==> src/rtl/apb_fifo_pkg.sv <==
// Shared types and helpers for the parametrised APB request FIFO.
package apb_fifo_pkg;

    // Widths of the default (legacy 8x32) entry layout.
    localparam int ENTRY_ADDR_W = 32;
    localparam int ENTRY_DATA_W = 32;

    // One buffered APB request as produced by the interconnect arbiter.
    typedef struct packed {
        logic                    write;
        logic [ENTRY_ADDR_W-1:0] addr;
        logic [ENTRY_DATA_W-1:0] wdata;
    } apb_fifo_entry_t;

    // Bits needed to hold an occupancy value in the range 0..depth.
    function automatic int clog2_cnt(input int depth);
        int w;
        w = 0;
        for (int i = 0; i < 32; i++) begin
            if ((64'd1 << w) <= 64'(depth)) begin
                w = w + 1;
            end
        end
        return w;
    endfunction

endpackage

==> src/rtl/apb_fifo_ptr_ctrl.sv <==
// Pointer, occupancy and status-flag control for the APB request FIFO.
// Accept decisions are made from the registered pre-edge flags; a pop on a
// full FIFO frees the slot that a simultaneous push then reuses.
module apb_fifo_ptr_ctrl
    import apb_fifo_pkg::*;
#(
    parameter  int DEPTH     = 8,
    parameter  int AFULL_TH  = DEPTH - 2,
    parameter  int AEMPTY_TH = 2,
    localparam int PTR_W     = $clog2(DEPTH),
    localparam int CNT_W     = clog2_cnt(DEPTH)
) (
    input  logic             clk,
    input  logic             reset,
    input  logic             push_in,
    input  logic             pop_in,
    output logic             push_acc,
    output logic             pop_acc,
    output logic [PTR_W-1:0] wr_ptr,
    output logic [PTR_W-1:0] rd_ptr,
    output logic [CNT_W-1:0] count,
    output logic             full,
    output logic             empty,
    output logic             almost_full,
    output logic             almost_empty
);

    localparam logic [CNT_W-1:0] DEPTH_C  = CNT_W'(DEPTH);
    localparam logic [CNT_W-1:0] AFULL_C  = CNT_W'(AFULL_TH);
    localparam logic [CNT_W-1:0] AEMPTY_C = CNT_W'(AEMPTY_TH);

    logic [CNT_W-1:0] count_next;

    assign pop_acc  = pop_in && !empty;
    assign push_acc = push_in && (!full || pop_acc);

    // Next occupancy: a simultaneous push and pop leaves it unchanged.
    always_comb begin
        count_next = count;
        if (push_acc && !pop_acc) begin
            count_next = count + CNT_W'(1);
        end else if (!push_acc && pop_acc) begin
            count_next = count - CNT_W'(1);
        end
    end

    // Pointers advance on accepted transfers and wrap naturally at DEPTH.
    always_ff @(posedge clk or negedge reset) begin
        if (!reset) begin
            wr_ptr <= '0;
            rd_ptr <= '0;
        end else begin
            if (push_acc) begin
                wr_ptr <= wr_ptr + PTR_W'(1);
            end
            if (pop_acc) begin
                rd_ptr <= rd_ptr + PTR_W'(1);
            end
        end
    end

    // Occupancy and flags are registered from count_next so they never glitch.
    always_ff @(posedge clk or negedge reset) begin
        if (!reset) begin
            count        <= '0;
            full         <= 1'b0;
            empty        <= 1'b1;
            almost_full  <= 1'b0;
            almost_empty <= 1'b1;
        end else begin
            count        <= count_next;
            full         <= (count_next == DEPTH_C);
            empty        <= (count_next == '0);
            almost_full  <= (count_next >= AFULL_C);
            almost_empty <= (count_next <= AEMPTY_C);
        end
    end

endmodule

==> src/rtl/apb_slave_fifo_param.sv <==
// Parametrised APB request FIFO between the interconnect arbiter (push side)
// and the APB slave driver (pop side). Holds the entry storage, the registered
// pop outputs and the sticky overflow/underflow flags.
module apb_slave_fifo_param
    import apb_fifo_pkg::*;
#(
    parameter int DATA_W    = 32,
    parameter int ADDR_W    = 32,
    parameter int DEPTH     = 8,
    parameter int AFULL_TH  = DEPTH - 2,
    parameter int AEMPTY_TH = 2
) (
    input  logic                       clk,
    input  logic                       reset,
    input  logic                       push_in,
    input  logic                       push_write_in,
    input  logic [ADDR_W-1:0]          push_addr_in,
    input  logic [DATA_W-1:0]          push_wdata_in,
    output logic                       data_in_ack,
    input  logic                       pop_in,
    output logic                       pop_valid_out,
    output logic                       pop_write_out,
    output logic [ADDR_W-1:0]          pop_addr_out,
    output logic [DATA_W-1:0]          pop_wdata_out,
    output logic                       full_o,
    output logic                       empty_o,
    output logic                       almost_full_o,
    output logic                       almost_empty_o,
    output logic [$clog2(DEPTH+1)-1:0] count_o,
    output logic                       overflow_o,
    output logic                       underflow_o,
    input  logic                       clr_err_in
);

    localparam int PTR_W = $clog2(DEPTH);
    localparam int CNT_W = clog2_cnt(DEPTH);

    // Entry layout at this instance's widths.
    typedef struct packed {
        logic              write;
        logic [ADDR_W-1:0] addr;
        logic [DATA_W-1:0] wdata;
    } entry_t;

    if ((DEPTH < 2) || ((DEPTH & (DEPTH - 1)) != 0)) begin : g_bad_depth
        $error("apb_slave_fifo_param: DEPTH must be a power of 2 and at least 2");
    end
    if (AEMPTY_TH >= AFULL_TH) begin : g_bad_thresholds
        $error("apb_slave_fifo_param: AEMPTY_TH must be below AFULL_TH");
    end

    logic             push_acc;
    logic             pop_acc;
    logic [PTR_W-1:0] wr_ptr;
    logic [PTR_W-1:0] rd_ptr;
    logic [CNT_W-1:0] count;
    entry_t           mem [DEPTH];
    entry_t           pop_entry;
    logic             push_rej;
    logic             pop_rej;

    apb_fifo_ptr_ctrl #(
        .DEPTH     (DEPTH),
        .AFULL_TH  (AFULL_TH),
        .AEMPTY_TH (AEMPTY_TH)
    ) u_ptr_ctrl (
        .clk          (clk),
        .reset        (reset),
        .push_in      (push_in),
        .pop_in       (pop_in),
        .push_acc     (push_acc),
        .pop_acc      (pop_acc),
        .wr_ptr       (wr_ptr),
        .rd_ptr       (rd_ptr),
        .count        (count),
        .full         (full_o),
        .empty        (empty_o),
        .almost_full  (almost_full_o),
        .almost_empty (almost_empty_o)
    );

    assign count_o  = count;
    assign push_rej = push_in && !push_acc;
    assign pop_rej  = pop_in && !pop_acc;

    // Storage write; contents are don't-care until written, so no reset.
    always_ff @(posedge clk) begin
        if (push_acc) begin
            mem[wr_ptr] <= '{write: push_write_in, addr: push_addr_in, wdata: push_wdata_in};
        end
    end

    // Pop output registers: one-cycle read latency, hold until the next pop.
    always_ff @(posedge clk or negedge reset) begin
        if (!reset) begin
            pop_entry     <= '0;
            pop_valid_out <= 1'b0;
        end else begin
            pop_valid_out <= pop_acc;
            if (pop_acc) begin
                pop_entry <= mem[rd_ptr];
            end
        end
    end

    assign pop_write_out = pop_entry.write;
    assign pop_addr_out  = pop_entry.addr;
    assign pop_wdata_out = pop_entry.wdata;

    // Push acknowledge pulse and sticky error flags (a new error beats clear).
    always_ff @(posedge clk or negedge reset) begin
        if (!reset) begin
            data_in_ack <= 1'b0;
            overflow_o  <= 1'b0;
            underflow_o <= 1'b0;
        end else begin
            data_in_ack <= push_acc;
            if (push_rej) begin
                overflow_o <= 1'b1;
            end else if (clr_err_in) begin
                overflow_o <= 1'b0;
            end
            if (pop_rej) begin
                underflow_o <= 1'b1;
            end else if (clr_err_in) begin
                underflow_o <= 1'b0;
            end
        end
    end

endmodule

==> config.mk <==
export PLATFORM = sky130hd
export DESIGN_NAME = apb_slave_fifo_param
export DESIGN_NICKNAME = d
export VERILOG_FILES = /design/src/rtl/apb_fifo_pkg.sv /design/src/rtl/apb_fifo_ptr_ctrl.sv /design/src/rtl/apb_slave_fifo_param.sv
export SDC_FILE = /design/constraint.sdc
export NUM_CORES = 1
export LEC_CHECK = 0
export BUFFER_PORTS_ARGS = -buffer_cell sky130_fd_sc_hd__buf_4
export CAP_MARGIN = 20
export CORE_MARGIN = 3
export CORE_UTILIZATION = 38
export DETAILED_ROUTE_END_ITERATION = 6
export GPL_ROUTABILITY_DRIVEN = 0
export SETUP_SLACK_MARGIN = 0.1
export SLEW_MARGIN = 20
export SYNTH_ARGS = -nofsm -noshare
export SYNTH_HDL_FRONTEND = slang
export SYNTH_SLANG_ARGS = --single-unit
==> constraint.sdc <==
create_clock -name clk -period 7.32 [get_ports clk]
set_clock_uncertainty 0.2 [all_clocks]
set_input_delay 1.098 -clock clk [delete_from_list [all_inputs] [get_ports clk]]
set_output_delay 1.098 -clock clk [all_outputs]
set_load 0.03 [all_outputs]
# Word-level counts from Yosys, hierarchy flattened
# Memories as Yosys holds them, arrays and structs flattened. A register that Yosys moved wholly into a read port is not among the register bits.
# Index checks and enable logic that the tools add are counted.
dict set report op_classes {
  add_sub_neg 4
  magnitude_cmp 2
  eq_ne 1
  n_mux 7
  n_reduce_logical 15
}
# op count
set op_table {}
lappend op_table {{two-way mux 4 bit} 2}
lappend op_table {{adder 3 x 1 -> 3 bit, second input constant} 2}
lappend op_table {{logical AND 1 bit} 6}
lappend op_table {{zero test 1 bit} 5}
lappend op_table {{two-way mux 1 bit} 5}
lappend op_table {{adder 4 x 1 -> 4 bit, second input constant} 1}
lappend op_table {{== test 4 bit, second input constant} 1}
lappend op_table {{greater-or-equal comparator 4 x 3 -> 1 bit, second input constant} 1}
lappend op_table {{<= comparator 4 x 2 -> 1 bit, second input constant} 1}
lappend op_table {{zero test 4 bit} 1}
lappend op_table {{nonzero test 2 bit} 2}
lappend op_table {{subtractor 4 x 1 -> 4 bit, second input constant} 1}
lappend op_table {{logical OR 1 bit} 1}
dict set report word_totals {
  ff_bits 18
  ramBits 520
  in_bits 70
  output_inout_bits 77
  elab_cells 41
  memories 1
}
# memory words width read_ports rd_ports_with_merged_regs wr line
set mem_list {}
lappend mem_list {mem 8 65 1 1 1 apb_slave_fifo_param.sv:57} ;# entry_t mem [DEPTH];

# Depth between registers and ports, before layout
dict set report depth {
  depth_word 9
  ltp_mapped 7
}

# Modules after synthesis
# From an unflattened synthesis, not the netlist that was laid out.
dict set report unflattened {
  hier_cells 1350
  area_unflattened_um2 23532.6
}
# module n_inst cells_per_inst area_each_um2
set modules_own_cells {}
lappend modules_own_cells {apb_slave_fifo_param 1 1281 22764.3}
lappend modules_own_cells {apb_fifo_ptr_ctrl 1 69 768.2}

# Worst setup path before layout
# Ideal clock, no wire load.
dict set report synth_path {
  path_type {input-to-reg}
  startpoint {input port pop_in}
  endpoint {memory mem[0][0] (netlist bit), enable pin}
  setup_time_ps 568
  arrival_ps 6128
  required_ps 6552
  slack_ps 424
  path_stages 5
  path_buffers 1
  path_cell_list {nand2b_4 -> buf_2 -> a21boi_2 -> nand2b_1 -> nor3_1}
}
dict set report synth_between {
  elab_chain_cells 5
}
# element line
set synth_lines {}
lappend synth_lines {{start, declared} apb_slave_fifo_param.sv:20} ;# input logic pop_in,
lappend synth_lines {{logical AND 1 bit} apb_fifo_ptr_ctrl.sv:34} ;# assign pop_acc = pop_in && !empty;
lappend synth_lines {{logical OR 1 bit} apb_fifo_ptr_ctrl.sv:35} ;# assign push_acc = push_in && (!full || pop_acc);
lappend synth_lines {{logical AND 1 bit} apb_fifo_ptr_ctrl.sv:35}
lappend synth_lines {{via push_acc} apb_slave_fifo_param.sv:52} ;# logic push_acc;
lappend synth_lines {{two-way mux 1 bit} apb_slave_fifo_param.sv:88} ;# if (push_acc) begin
lappend synth_lines {{two-way mux 1 bit (implied by the code)} apb_slave_fifo_param.sv:89} ;# mem[wr_ptr] <= '{write: push_write_in, addr: push_addr_in, wdata: push_wdata_in};
lappend synth_lines {{end, declared} apb_slave_fifo_param.sv:57}
# The timed path passes the listed nets, and every way through them passes these cells.

# Worst setup path after layout
dict set report layout_path {
  startpoint {input port pop_in}
  endpoint {memory mem[4][25] (netlist bit), enable pin}
}
# The elaborated chain is that of the path after synthesis.

==> summary.txt <==
Layout
  – Most frequent cells in the layout: edfxtp_1 (520), buf_4 (162), mux4_2 (130)
  – Register area: about 18000 sq um
  – Area of the multi-input gates: between 4000 and 5000 sq um
  – Final Core Density: between 40% and 50%
  – Antenna cells: 0
  – Share of layout cells above drive strength 1: about a third
  – Fillers: 4853
  – Leading cell type in the layout, fill and taps excluded: edfxtp_1
  – Syn-to-layout area delta: 18.1%
  – Nets@finish: 1294

GRT
  – Initial antenna violation count: 2
  – Pin count of the biggest net entering global routing: 90
  – Overflow after GRT: 0
  – Overall Global Routing Usage: between 10 and 15%
  – Vias in the first global route: roughly 11000
  – First-pass GRT wire length: around 70000 microns

Power and ir drop
  – Overall power: roughly 0.011 W
  – Sequential share of power: a little over two fifths
  – Clock power share: 28.5%
  – Pwr dens: around 420 nW/um^2
  – P_leak: around 9.1 nW
  – Comb pwr share: 27.7%
  – Power Internal: 0.00768 W
  – Maximum resistive drop on vdd: a little over 0.3 mV
  – Sw Share: 30.8%
  – Switch Pwr: roughly 0.0034 W

Clock tree
  – Buffer levels on the longest clock path: 3
  – Root buf cell: clkbuf_16
  – Latest clock arrival within the worst-skew pair: a little over 600 ps
  – H-Tree Depth: 2
  – Setup Fix Bufs, Post-CTS: 0
  – Post_cts resized: 0
  – Hold Buf Count CTS: 0
  – CTS Buf Count: 60
  – TritonCTS clock tree: built
  – Reg clk slew, reported paths: around 70 ps
  – CTS Sinks: 603

Drt
  – Vias: 10400
  – Final ANT Viol Nets: 0
  – Router iterations before antenna repair: 5
  – Wirelength, routed: 45200 microns
  – WL per Instance: ~22 microns
  – Routed vias/inst: approximately 5.1
  – 1st-iter DRT viols: between 600 and 700
  – Residual DRC count: 0

STA
  – Worst slew margin: between 20 and 30%
  – Slew @ Worst Pin: 1090 ps
  – Final TNS setup: 0 ps
  – Final setup margin: around 3700 ps
  – Final setup viols: 0
  – Period minus WS final: approximately 3600 ps
  – RSZ-0062 raised after global routing: false
  – Max Fclk: about 280 MHz
  – Final hold vios: 0
  – Slew Limit Fails: 0
  – Final period util: about half

Synth
  – Mux contribution to synthesized area: 15.9%
  – Xor and xnor area share after synthesis: less than 1%
  – Area share of fa/ha/maj cells after synthesis: less than 1%
  – Main synth FF type: edfxtp_1
  – Top cell type's share of synthesized area: between 60% and 70%
  – Avg Cell Area, Syn: 21.6 sq um
  – Synth Area in Simple Gates: 1.91%
  – Synth unique cells: approximately 40
  – Post-Syn Instances: ~1000
  – Top cells by area, synth: edfxtp_1 (69%), mux4_2 (13%), dfrtp_1 (9.0%)
  – Post-synth EDFFs: 520
  – Post-synthesis async set-or-reset flop share: between 10% and 20%
  – Mapped Nets: about 1100
  – Synthesized area: approximately 23000 sq um
  – Ys Warns: 0
  – #FFs+latches synth: between 600 and 700
  – Sequential fraction of the synthesis area: around four fifths
  – Compound-Gate Fraction of Synth Area: under 10%
  – Area leader, netlist: edfxtp_1
  – Largest family of logic cells by synthesized area: multiplexers

Worst setup path
  – Critical Path Sink Type: register
  – Critical Path RT: ~7400 ps
  – Worst Path Max Fanout: 53
  – Worst Setup Start Kind: input pin
  – Reg2reg start: u_ptr_ctrl.empty$_DFF_PN1_
  – Worst EP arrival: roughly 3600 ps
  – Crit Path Class: input pin to register
  – Crit path from: pop_in

Die
  – Chip height: between 200 and 250 microns
  – FP Rows: 88
  – Core Region: 58200 sq um
  – Die ar.: just over 60000 sq um
  – I/O pin cnt: between 100 and 150
  – DIE WIDTH: ~250 microns
  – Initial Utilization: a little under 40%

Run
  – Max-cap violations: 0

Worst hold path
  – Hold WC Path Type: input pin to asynchronous set/reset pin

Place
  – HPWL after detailed placement: about 25000 microns
  – IO buf count: between 100 and 150
  – Worst slack, placed: around 2900 ps

Run status
  – Outcome: complete, no violations
## power groups by stage
stage | combinational, W | sequential [W] | clock [W]
after floorplan | 0.00189 | 0.00513 | 0
after global placement | 0.00305 | 0.00497 | 0
after detailed placement | 0.00308 | 0.00499 | 0
after CTS | 0.00308 | 0.00493 | 0.00326
after global routing | 0.00335 | 0.00493 | 0.00339
final | 0.00307 | 0.00485 | 0.00317
## cell type report
class / count / share of cell area [%]
repair buffers: 165 / 4.78
well taps: 765 / 3.59
clock inverters: 34 / 1.45
multi-input cells: 384 / 17.3
inverters: 6 / 0.0845
clock buffers: 80 / 6.37
flip-flops and latches: 603 / 66.4
## metrics by stage
| step | cells | hold slack [ps] | area [sq um] |
|---|---|---|---|
| 2_1_floorplan | 1047 | 280 | 22600 |
| 3_5_place_dp | 1921 | 274 | 24500 |
| 5_1_grt | 2037 | 261 | 26700 |
| 4_1_cts | 2035 | 233 | 26600 |
| 6_report | 2037 | 235 | 26700 |
| 3_3_place_gp | 1921 | 269 | 24500 |
## worst paths after layout
check / endpoint / slack, ps / cells after the start
setup / recovery: mem[4][25]$_DFFE_PP_ / 3740 / 6
hold / removal: pop_addr_out[18]$_DFFE_PN0P_ / 230 / 1
setup reg to reg: mem[4][25]$_DFFE_PP_ / 3870 / 5
hold reg to reg: pop_addr_out[7]$_DFFE_PN0P_ / 280 / 2
max in group asynchronous: u_ptr_ctrl.rd_ptr[1]$_DFFE_PN0P_ / 5510 / 2
min in group clk: pop_addr_out[7]$_DFFE_PN0P_ / 280 / 2
## cells by family after synthesis
kind of cell	count (synthesis)
DFF	603
adders and majority gates	4
and+or+nand+nor	100
AOI/OAI and AO/OA	77
xor gates and xnor gates	7
buffers and inverters	60
muxes	196
## state kept, by name (all words and copies together) (netlist names), 3 cells and up
register,count
mem,520
pop_addr_out,32
pop_wdata_out,32
u_ptr_ctrl.count,4
u_ptr_ctrl.rd_ptr,3
u_ptr_ctrl.wr_ptr,3
## synth_stat cells (2+ instances only)
cell type,n
o211ai_1,2
o21ai_0,47
edfxtp_1,520
dfstp_2,2
nand3_1,2
buf_1,3
nor3_1,3
clkbuf_1,14
nand2b_1,3
mux2i_1,65
nand2_1,74
buf_4,9
mux4_2,130
nor2_1,9
inv_1,5
xnor2_1,6
ha_1,4
buf_2,25
buf_6,3
o21ai_1,20
dfrtp_1,81
## layer usage
layer  GRT usage (%)  up-vias  wire (microns)
met3            2.87       55            2310
li1                -     4605               -
met4            3.93        4             749
met5               0        -              29
met2            23.8      252           21700
met1            20.7     5447           20400
## critical path, stage by stage
cell,delay (ps)
buf_4,100
nand2b_4,290
a21boi_2,460
nand2b_1,300
nor2_4,520
buf_4,800
Note: power is estimated with default switching activity, not from simulation.
